===== src/rtl/id.sv =====
// Instruction-decode stage: field split, 8x16 register file with three
// read ports, and per-opcode control bits for the downstream stages.
module id #(
  parameter int ARQ = 16
) (
  input  logic           clk,
  input  logic           rst,
  input  logic [ARQ-1:0] instr,
  input  logic [ARQ-1:0] wb_result,
  input  logic           wr_register,
  output logic [ARQ-1:0] out1,
  output logic [ARQ-1:0] out2,
  output logic [ARQ-1:0] out3,
  output logic [9:0]     imm,
  output logic [13:0]    addr,
  output logic           jop_lsb,
  output logic           rd_mem_en,
  output logic           wr_mem_en,
  output logic           mux_exe,
  output logic           mux_mem,
  output logic           jenable,
  output logic           wb_enable,
  output logic [1:0]     alu_op
);

  typedef enum logic [2:0] {
    OP_SET   = 3'b000,
    OP_LDPX  = 3'b001,
    OP_MODEX = 3'b010,
    OP_STPX  = 3'b011,
    OP_CMPEQ = 3'b100,
    OP_JEQ   = 3'b101,
    OP_J     = 3'b110,
    OP_ADD   = 3'b111
  } opcode_e;

  typedef struct packed {
    logic       wb;
    logic       rd_mem;
    logic       wr_mem;
    logic       mx_exe;
    logic       mx_mem;
    logic       jmp;
    logic [1:0] alu;
  } ctrl_t;

  opcode_e    opc;
  logic [2:0] rd_a;
  logic [2:0] rs1_a;
  logic [2:0] rs2_a;

  assign opc   = opcode_e'(instr[15:13]);
  assign rd_a  = instr[12:10];
  assign rs1_a = instr[9:7];
  assign rs2_a = instr[6:4];

  logic [ARQ-1:0] rf_q [8];

  // The write address comes from the instruction present at the edge.
  always_ff @(posedge clk or negedge rst) begin
    if (!rst) begin
      for (int i = 0; i < 8; i++) begin
        rf_q[i] <= '0;
      end
    end else if (wr_register) begin
      rf_q[rd_a] <= wb_result;
    end
  end

  ctrl_t ctrl;

  always_comb begin
    ctrl = '0;
    unique case (opc)
      OP_SET:   ctrl = '{1'b1, 1'b0, 1'b0, 1'b1, 1'b0, 1'b0, 2'b11};
      OP_LDPX:  ctrl = '{1'b1, 1'b1, 1'b0, 1'b0, 1'b1, 1'b0, 2'b11};
      OP_MODEX: ctrl = '{1'b1, 1'b0, 1'b0, 1'b0, 1'b0, 1'b0, 2'b01};
      OP_STPX:  ctrl = '{1'b0, 1'b0, 1'b1, 1'b0, 1'b0, 1'b0, 2'b11};
      OP_CMPEQ: ctrl = '{1'b0, 1'b0, 1'b0, 1'b0, 1'b0, 1'b0, 2'b10};
      OP_JEQ:   ctrl = '{1'b0, 1'b0, 1'b0, 1'b0, 1'b0, 1'b1, 2'b00};
      OP_J:     ctrl = '{1'b0, 1'b0, 1'b0, 1'b0, 1'b0, 1'b1, 2'b00};
      OP_ADD:   ctrl = '{1'b1, 1'b0, 1'b0, 1'b1, 1'b0, 1'b0, 2'b00};
      default:  ctrl = '0;
    endcase
  end

  // Every output is held at zero for the whole time reset is low.
  always_comb begin
    out1      = '0;
    out2      = '0;
    out3      = '0;
    imm       = '0;
    addr      = '0;
    jop_lsb   = 1'b0;
    rd_mem_en = 1'b0;
    wr_mem_en = 1'b0;
    mux_exe   = 1'b0;
    mux_mem   = 1'b0;
    jenable   = 1'b0;
    wb_enable = 1'b0;
    alu_op    = 2'b00;
    if (rst) begin
      out1      = rf_q[rd_a];
      out2      = rf_q[rs1_a];
      out3      = rf_q[rs2_a];
      imm       = instr[9:0];
      addr      = {1'b0, instr[12:0]};
      jop_lsb   = instr[13];
      wb_enable = ctrl.wb;
      rd_mem_en = ctrl.rd_mem;
      wr_mem_en = ctrl.wr_mem;
      mux_exe   = ctrl.mx_exe;
      mux_mem   = ctrl.mx_mem;
      jenable   = ctrl.jmp;
      alu_op    = ctrl.alu;
    end
  end

endmodule


===== config.mk =====
export PLATFORM = sky130hd
export DESIGN_NAME = id
export DESIGN_NICKNAME = d
export VERILOG_FILES = /design/src/rtl/id.sv
export SDC_FILE = /design/constraint.sdc
export NUM_CORES = 1
export LEC_CHECK = 0
export CAP_MARGIN = 25
export CORE_MARGIN = 2
export CORE_UTILIZATION = 45
export CTS_BUF_LIST = sky130_fd_sc_hd__clkbuf_4
export DETAILED_ROUTE_END_ITERATION = 8
export PLACE_DENSITY = 0.7
export SLEW_MARGIN = 20
export SYNTH_ARGS = -nofsm -noshare
export SYNTH_HDL_FRONTEND = slang
export SYNTH_SLANG_ARGS = --single-unit

===== constraint.sdc =====
create_clock -name clk -period 1.9 [get_ports clk]
set_input_delay 0.38 -clock clk [delete_from_list [all_inputs] [get_ports clk]]
set_output_delay 0.38 -clock clk [all_outputs]
set_load 0.05 [all_outputs]

**Word level (Yosys, flattened, before mapping)**

Memories as Yosys holds them, arrays and structs flattened.
Index checks and enable logic that the tools add are counted.

- Register bits after elaboration: 128
- Bits in latches: 0
- RAM bits: 0
- Memory bits (read-only): 64
- Bits of input ports: 35
- Output and inout port bits: 81
- Word-level logic and storage cells: 42
- Memories kept: 1

Memories:

| name | depth | width | rd ports | clocked after Yosys merged registers in | write ports | line | text |
|---|---|---|---|---|---|---|---|
| (name not given) | 8 | 8 | 1 | 0 | 0 | 74 | `unique case (opc)` |

- Add/subtract/negate cells: 0
- Multiply operators: 0
- Div/mod/pow operators: 0
- Order comparisons: 4
- Eq/ne operators: 0
- Shift operators: 0
- Muxes and demuxes: 25
- Bitwise operators: 3
- Reductions and logical operators: 1

Operators by type and width:

| operator | count |
|---|---|
| 16-bit two-way mux | 10 |
| 16-bit binary-select mux with 3-bit select | 3 |
| 128-bit bitwise mux | 1 |
| 16-bit demux with 3-bit select | 1 |
| 13-bit two-way mux | 1 |
| 4-bit >= comparator (second input constant) | 3 |
| 3-bit inverter with 4-bit output | 3 |
| 10-bit two-way mux | 1 |
| 1-bit two-way mux | 7 |
| 4-bit by 1-bit less-than comparator with 1-bit output (second input constant) | 1 |
| 2-bit two-way mux | 1 |
| 1-bit logical AND | 1 |

**Depth between registers and ports, before layout**

Gate-level depths: netlist of run 1.

- Depth after elaboration: 6
- Depth in mapped cells: 7
- Mapped depth without buffers: 4

**Worst setup path after synthesis of run 1**

Ideal clock, no wire load.

- Path kind: input to output
- Start point: in rst
- End point: out rd_mem_en
- Arrival time: 1.984 ns
- Data required time: 1.520 ns
- Path slack: -0.464 ns
- Stages: 3
- Buffers on the path: 1
- Cells stage by stage: nor2b_1 > and2_1 > buf_4

- Cells in the longest elaborated chain, start to end: 1

RTL lines:

| item | line | text |
|---|---|---|
| from (decl) | 7 | `input logic rst,` |
| 1-bit two-way mux | 102 | `if (rst) begin` |
| to (decl) | 17 | `output logic rd_mem_en,` |

No other way between the ends.

**Final worst setup path of run 1**

- Start point: reg rf_q[13] (netlist bit)
- End point: out out3[13]

- Cells in the longest elaborated chain, start to end: 4

RTL lines:

| item | line | text |
|---|---|---|
| from (decl) | 57 | `logic [ARQ-1:0] rf_q [8];` |
| from (signal, indexed assignment) | 66 | `rf_q[rd_a] <= wb_result;` |
| 16-bit binary-select mux with 3-bit select | 105 | `out3 = rf_q[rs2_a];` |
| 16-bit two-way mux (not written as such) (2 in a row) | 105 |  |
| 16-bit two-way mux | 102 |  |
| to (decl) | 13 | `output logic [ARQ-1:0] out3,` |

No other way between the ends. The select of a mux whose other input is x is not followed.

==> results_dict.tcl, run 1 <==
set metrics [dict create \
    syn-instance-count 620 \
    seq_area_frac_synth_pct 38.2 \
    largest_register_ffs 128 \
    ir_drop_v 0.000475 \
    setup.worst_path.class "flip-flop to output port" \
    fp-row-count 49 \
    largestRegisters "rf_q x128" \
    routed_wl_um 26100 \
    drv_slew 0 \
    yosys.area.top_type "dfrtp_1" \
    clkLatencyLatePin_ns 0.55 \
    syn2layout_area_growth_pct 50.9 \
    worstHoldPathType "input pin to async pin" \
    synth.avg_cell_area_um2 13.5 \
    ys_async_sr_fraction_pct 100 \
    cts_tree "yes" \
    fill_cells 1229 \
    antenna_found_initial 1 \
    grt_max_degree 34 \
    worst_slew_pin_slew_ns 0.533 \
    period_share_pct 127 \
    cap_viol_max_count 0 \
    cp_max_fo 4 \
    clock_path_buffers 2 \
    fin_ws_ns -0.510 \
    syn-num-nets 659 \
    initialDrtViolationCount 459 \
    synth.distinct_cells 37 \
    ant_nets 0 \
    regMostFlops "rf_q" \
    ys_seq_elements 128 \
    fmax_mhz 415 \
    fp.dieH_um 141 \
    synth-warning-count 0 \
    seqCellArea_um2 3200 \
    cp-end-kind "output port" \
    drive_gt1_share_pct 64.7 \
    wl_per_cell_um 24.7 \
    synth_edf_count 0 \
    drcViolationCount 0 \
    hold_ws_ns 0.0973 \
    grt_pass1_vias 6883 \
    final_cell_mix "dfrtp_1 (128), mux2_2 (118), buf_12 (110)" \
    required_ns 1.52 \
    clock-sinks 128 \
    outcome "complete, but fails checks" \
    power_density_nw_per_um2 882 \
    power_switching_mw 3.91 \
    ys_top_cells_by_area "dfrtp_1 (38%), mux4_2 (17%), mux2_2 (16%)" \
    grt_use_total_pct 26.9 \
    fin_setup_tns_ns -16.67 \
    start_util_pct 46.2 \
    avgViaCountPerCell 6.14 \
    core_area_um2 18100 \
    synth_area_um2 8380 \
    clk_pin_slew_ns 0.11 \
    hold_viol 0 \
    skew_ns 0 \
    hpwl_um 16000 \
    numCtsBuffers 17 \
    overflow 0 \
    power_frac_seq_pct 35.4 \
    cts_root_buf "clkbuf_4" \
    rsz0062_at_grt "true" \
    finalNetCount 856 \
    setup_violations 48 \
    fp.dieW_um 141 \
    grt_pass1_wl_um 40200 \
    multi_input_area_um2 5460 \
    leakage_nw 5.41 \
    fin_crit_ns 2.41 \
    worstSetupStartpointType "flip-flop" \
    first_pass_iters 5 \
    place_congestion 0.837 \
    violations "negative setup slack" \
    pwr-share-comb_pct 45.6 \
    io_buffers 114 \
    htree_levels 4 \
    io_pins 116 \
    internal-power_mw 7.25 \
    arrival_ns 2.03 \
    synth_top_area_share_pct 38.2 \
    synthFlopType "dfrtp_1" \
    swShare_pct 35.0 \
    vias 6511 \
    pwr-share-clk_pct 19.0 \
    slew_headroom_pct 64.5 \
    final_common_cell "dfrtp_1" \
    dieArea_um2 19700 \
]
## cell usage after synthesis (5+ instances only)
| master | n |
|---|---|
| clkbuf_1 | 20 |
| buf_6 | 7 |
| o31a_1 | 6 |
| nor2b_1 | 33 |
| mux4_2 | 64 |
| mux2i_1 | 88 |
| o22ai_1 | 26 |
| nor2_1 | 6 |
| buf_2 | 20 |
| nand2_1 | 7 |
| a21oi_1 | 5 |
| mux2_4 | 10 |
| and2_1 | 17 |
| buf_4 | 17 |
| o21a_1 | 10 |
| mux2_2 | 120 |
| dfrtp_1 | 128 |
## through the flow
step | cells | instance area (µm²) | utilization, % | setup slack [ns] | power [mW]
2_1_floorplan | 620 | 8790 | - | -0.167 | 6.68
3_3_place_gp | 970 | 11400 | 62.9 | -0.493 | 8.22
3_5_place_dp | 970 | 11400 | 62.9 | -0.523 | 8.40
4_1_cts | 1040 | 12400 | 68.1 | -0.531 | 10.9
5_1_grt | 1060 | 12700 | 69.7 | -0.589 | 11.6
6_report | 1060 | 12700 | 69.7 | -0.510 | 11.2
## layout make-up
type,count,share of cell area (%)
Sequential cell,128,25.3
Clock buffer,20,1.19
Multi-Input combinational cell,426,43.2
Timing Repair Buffer,241,26.7
Antenna cell,1,0.0198
Clock inverter,12,1.31
Inverter,3,0.0890
Tap cell,229,2.26
## power by group through the flow
stage | Clock (mW) | Sequential, mW | Combinational [mW]
2_1_floorplan | 0 | 3.76 | 2.92
3_3_place_gp | 0 | 3.89 | 4.33
4_1_cts | 2.14 | 3.91 | 4.88
3_5_place_dp | 0 | 3.98 | 4.43
5_1_grt | 2.26 | 4.02 | 5.31
6_report | 2.12 | 3.96 | 5.09
## cells by family after synthesis
| group | Yosys count | share of synthesized area [%] |
|---|---|---|
| adder cells (fa/ha/maj) | 4 | 0.597 |
| AO/OA/AOI/OAI | 55 | 4.48 |
| multiplexers | 282 | 45.6 |
| buffers and inverters | 69 | 4.78 |
| AND/OR/NAND/NOR | 81 | 6.30 |
| flip-flops | 128 | 38.2 |
| other | 1 | 0.0447 |
## worst max-delay path: stages, from the launching register on
cell and delay (ns):
dfrtp_1 0.43, mux4_2 0.49, mux2i_1 0.22, buf_4 0.16, nor2b_4 0.04, buf_12 0.14
## worst paths after layout
check / startpoint / end / slack, ns / depth (start not counted)
worst max-delay path: rf_q[13]$_DFFE_PN0P_ / out3[13] / -0.51 / 5
worst min-delay path: rst / rf_q[2]$_DFFE_PN0P_ / 0.1 / 3
worst max register to register: rf_q[109]$_DFFE_PN0P_ / rf_q[109]$_DFFE_PN0P_ / 0.87 / 3
worst min register to register: rf_q[123]$_DFFE_PN0P_ / rf_q[123]$_DFFE_PN0P_ / 0.57 / 1
max in group asynchronous: rst / rf_q[52]$_DFFE_PN0P_ / 1.02 / 4
min in group clk: rf_q[123]$_DFFE_PN0P_ / rf_q[123]$_DFFE_PN0P_ / 0.57 / 1
## layer usage
layer / part of all wire [%] / GRT usage, % / vias to the layer above
met5: 0 / 0 / -
met4: 2.9 / 9.47 / 0
met3: 7.5 / 5.88 / 60
met2: 48 / 42.6 / 335
met1: 42 / 37.0 / 3362
li1: - / - / 2754
## repair_timing
| item | in CTS | in global routing |
|---|---|---|
| endpoints found under the setup margin | 57 | 54 |
| setup buffers | 23 | 21 |
| cloned | 6 | 0 |
| hold endpoints to repair | 84 | 0 |
| resized for setup | 61 | 22 |
| hold buffers | 11 | 0 |
| pin swaps | 16 | 12 |
Note: power is estimated with default switching activity, not from simulation.
==> run 2: changes to the inputs <==
- DONT_BUFFER_PORTS: not set -> 1
- PLACE_DENSITY: 0.7 -> not set
- REMOVE_ABC_BUFFERS: not set -> 1
- SKIP_CTS_REPAIR_TIMING: not set -> 1
==> run 2 against run 1 <==
Net effect:
- the flow finishes with violations (negative hold slack, negative setup slack)
- final cell count decreased by 13%
- critical path depth unchanged
- setup slack improved by 0.097 ns
- global-route usage decreased by 4.0 points
- sequential cell count unchanged
- largest cell class unchanged
- fmax increased by 4.2%
- non-clock buffer count decreased by 136
- via count decreased by 13%
- register-to-register slack improved by 0.09 ns
- clock-buffer cell count decreased by 3
- sequential power decreased by 1%
==> results_dict.tcl, run 2 (synthesized netlist as in run 1, its figures left out) <==
set metrics [dict create \
    setup.worst_path.class "flip-flop to output port" \
    fin_cells 921 \
    clkLatencyLatePin_ns 0.56 \
    io_buffers 0 \
    worst_path_dominant_cell_family "compound AO/OA/AOI/OAI gates" \
    leakage_nw 4.22 \
    routed_wl_um 22100 \
    drv_slew 0 \
    grt_pass1_wl_um 34200 \
    initialDrtViolationCount 384 \
    drive_gt1_share_pct 46.9 \
    path_cells "mux2_4, a21oi_2, nor2_1, o31a_1, buf_12" \
    cts_root_buf "clkbuf_4" \
    cap_viol_max_count 0 \
    place_congestion 0.809 \
    fin_crit_ns 2.31 \
    final_common_cell "dfrtp_1" \
    setup_violations 48 \
    fp-row-count 49 \
    worstHoldPathType "input pin to async pin" \
    rsz0062_at_grt "true" \
    fp.dieW_um 141 \
    crit_slowest_cell "dfrtp_1" \
    largestRegisters "rf_q x128" \
    fin_ws_ns -0.414 \
    slew_headroom_pct 63.8 \
    grt_use_total_pct 22.9 \
    clock_path_buffers 2 \
    start_util_pct 46.2 \
    finalInstanceArea_um2 9850 \
    hold_ws_ns -0.491 \
    ant_nets 0 \
    cts_tree "yes" \
    cp_max_fo 4 \
    hpwl_um 13300 \
    wl_per_cell_um 24.0 \
    fp.dieH_um 141 \
    clock-sinks 128 \
    io_pins 116 \
    cpPeakStageDelay_ns 0.43 \
    core_area_um2 18100 \
    fmax_mhz 432 \
    skew_ns 0 \
    first_pass_iters 4 \
    finalNetCount 717 \
    avgViaCountPerCell 6.17 \
    syn2layout_area_growth_pct 17.4 \
    overflow 0 \
    required_ns 1.52 \
    antenna_found_initial 1 \
    clk_pin_slew_ns 0.12 \
    dp.cells 866 \
    place_area_um2 9210 \
    outcome "complete, but fails checks" \
    regMostFlops "rf_q" \
    path_buf_inv 1 \
    arrival_ns 1.93 \
    worstSetupStartpointType "flip-flop" \
    violations "negative hold slack, negative setup slack" \
    dieArea_um2 19700 \
    period_share_pct 122 \
    drcViolationCount 0 \
    numCtsBuffers 17 \
    power_density_nw_per_um2 933 \
    worst_slew_pin_slew_ns 0.547 \
    ir_drop_v 0.000696 \
    htree_levels 4 \
    vias 5683 \
    post-route-util_pct 54.3 \
    grt_pass1_vias 5817 \
    final_cell_mix "dfrtp_1 (128), mux2_2 (118), mux2i_1 (88)" \
    cp-end-kind "output port" \
    largest_register_ffs 128 \
    hold_viol 128 \
    grt_max_degree 196 \
]
-- run 2: changes by cell type in the layout (fill, tap and decap cells not counted), sizes merged, moves of 2 or more --
cell,change
clkdlybuf4s15,-2
nand2b,-2
buf,-112
dlygate4sd2,-5
clkinv,+4
dlygate4sd3,+7
clkbuf,-3
clkdlybuf4s50,-22
-- run 2: final timing paths --
check / end / start / slack [ns] / cells past startpoint
hold reg to reg: rf_q[121]$_DFFE_PN0P_ / rf_q[121]$_DFFE_PN0P_ / 0.56 / 1
max in group asynchronous: rf_q[124]$_DFFE_PN0P_ / rst / 2.14 / 0
setup / recovery: out1[12] / rf_q[44]$_DFFE_PN0P_ / -0.41 / 5
setup reg to reg: rf_q[91]$_DFFE_PN0P_ / rf_q[91]$_DFFE_PN0P_ / 0.96 / 2
hold / removal: rf_q[55]$_DFFE_PN0P_ / rst / -0.49 / 0
min in group clk: rf_q[2]$_DFFE_PN0P_ / instr[11] / 0.31 / 3
-- run 2: worst reg2reg max path: stages, from the launching register on --
cell     delay (ns)
dfrtp_1        0.43
buf_4          0.14
mux2_2         0.26
-- run 2: layout make-up --
| class | count | area [µm²] |
|---|---|---|
| Clock inverter | 15 | 150 |
| Sequential cell | 128 | 3200 |
| Multi-Input combinational cell | 423 | 4810 |
| Antenna cell | 1 | 2.50 |
| Fill cell | 1568 | 8300 |
| Clock buffer | 17 | 128 |
| Tap cell | 229 | 287 |
| Inverter | 3 | 11.3 |
| Timing Repair Buffer | 105 | 1250 |
-- run 2: through the flow --
stage / setup slack (ns) / hold WS, ns / TNS (ns) / power, mW
finish: -0.414 / -0.491 / -13.29 / 9.19
global route: -0.510 / -0.539 / -18.33 / 9.65
CTS: -0.514 / -0.546 / -16.36 / 9.04
detailed placement: 0.00419 / 0.0916 / 0 / 7.10
global placement: 0.0365 / 0.0934 / 0 / 6.98
floorplan: -0.481 / 0.0844 / -1.44 / 6.23
-- run 2: routing by layer --
metal	global-route usage, %	wire length (µm)	vias up
met5	0	0	-
met4	6.95	384	0
met3	4.75	1030	33
met2	37.5	11100	179
met1	31.2	9620	3001
li1	-	-	2470
-- run 2: power breakdown --
| part | total [mW] | internal, mW | switching [mW] | leakage [nW] |
|---|---|---|---|---|
| Sequential | 3.91 | 3.32 | 0.582 | 1.54 |
| Combinational | 3.37 | 1.88 | 1.49 | 2.53 |
| Clock | 1.91 | 0.878 | 1.04 | 0.152 |
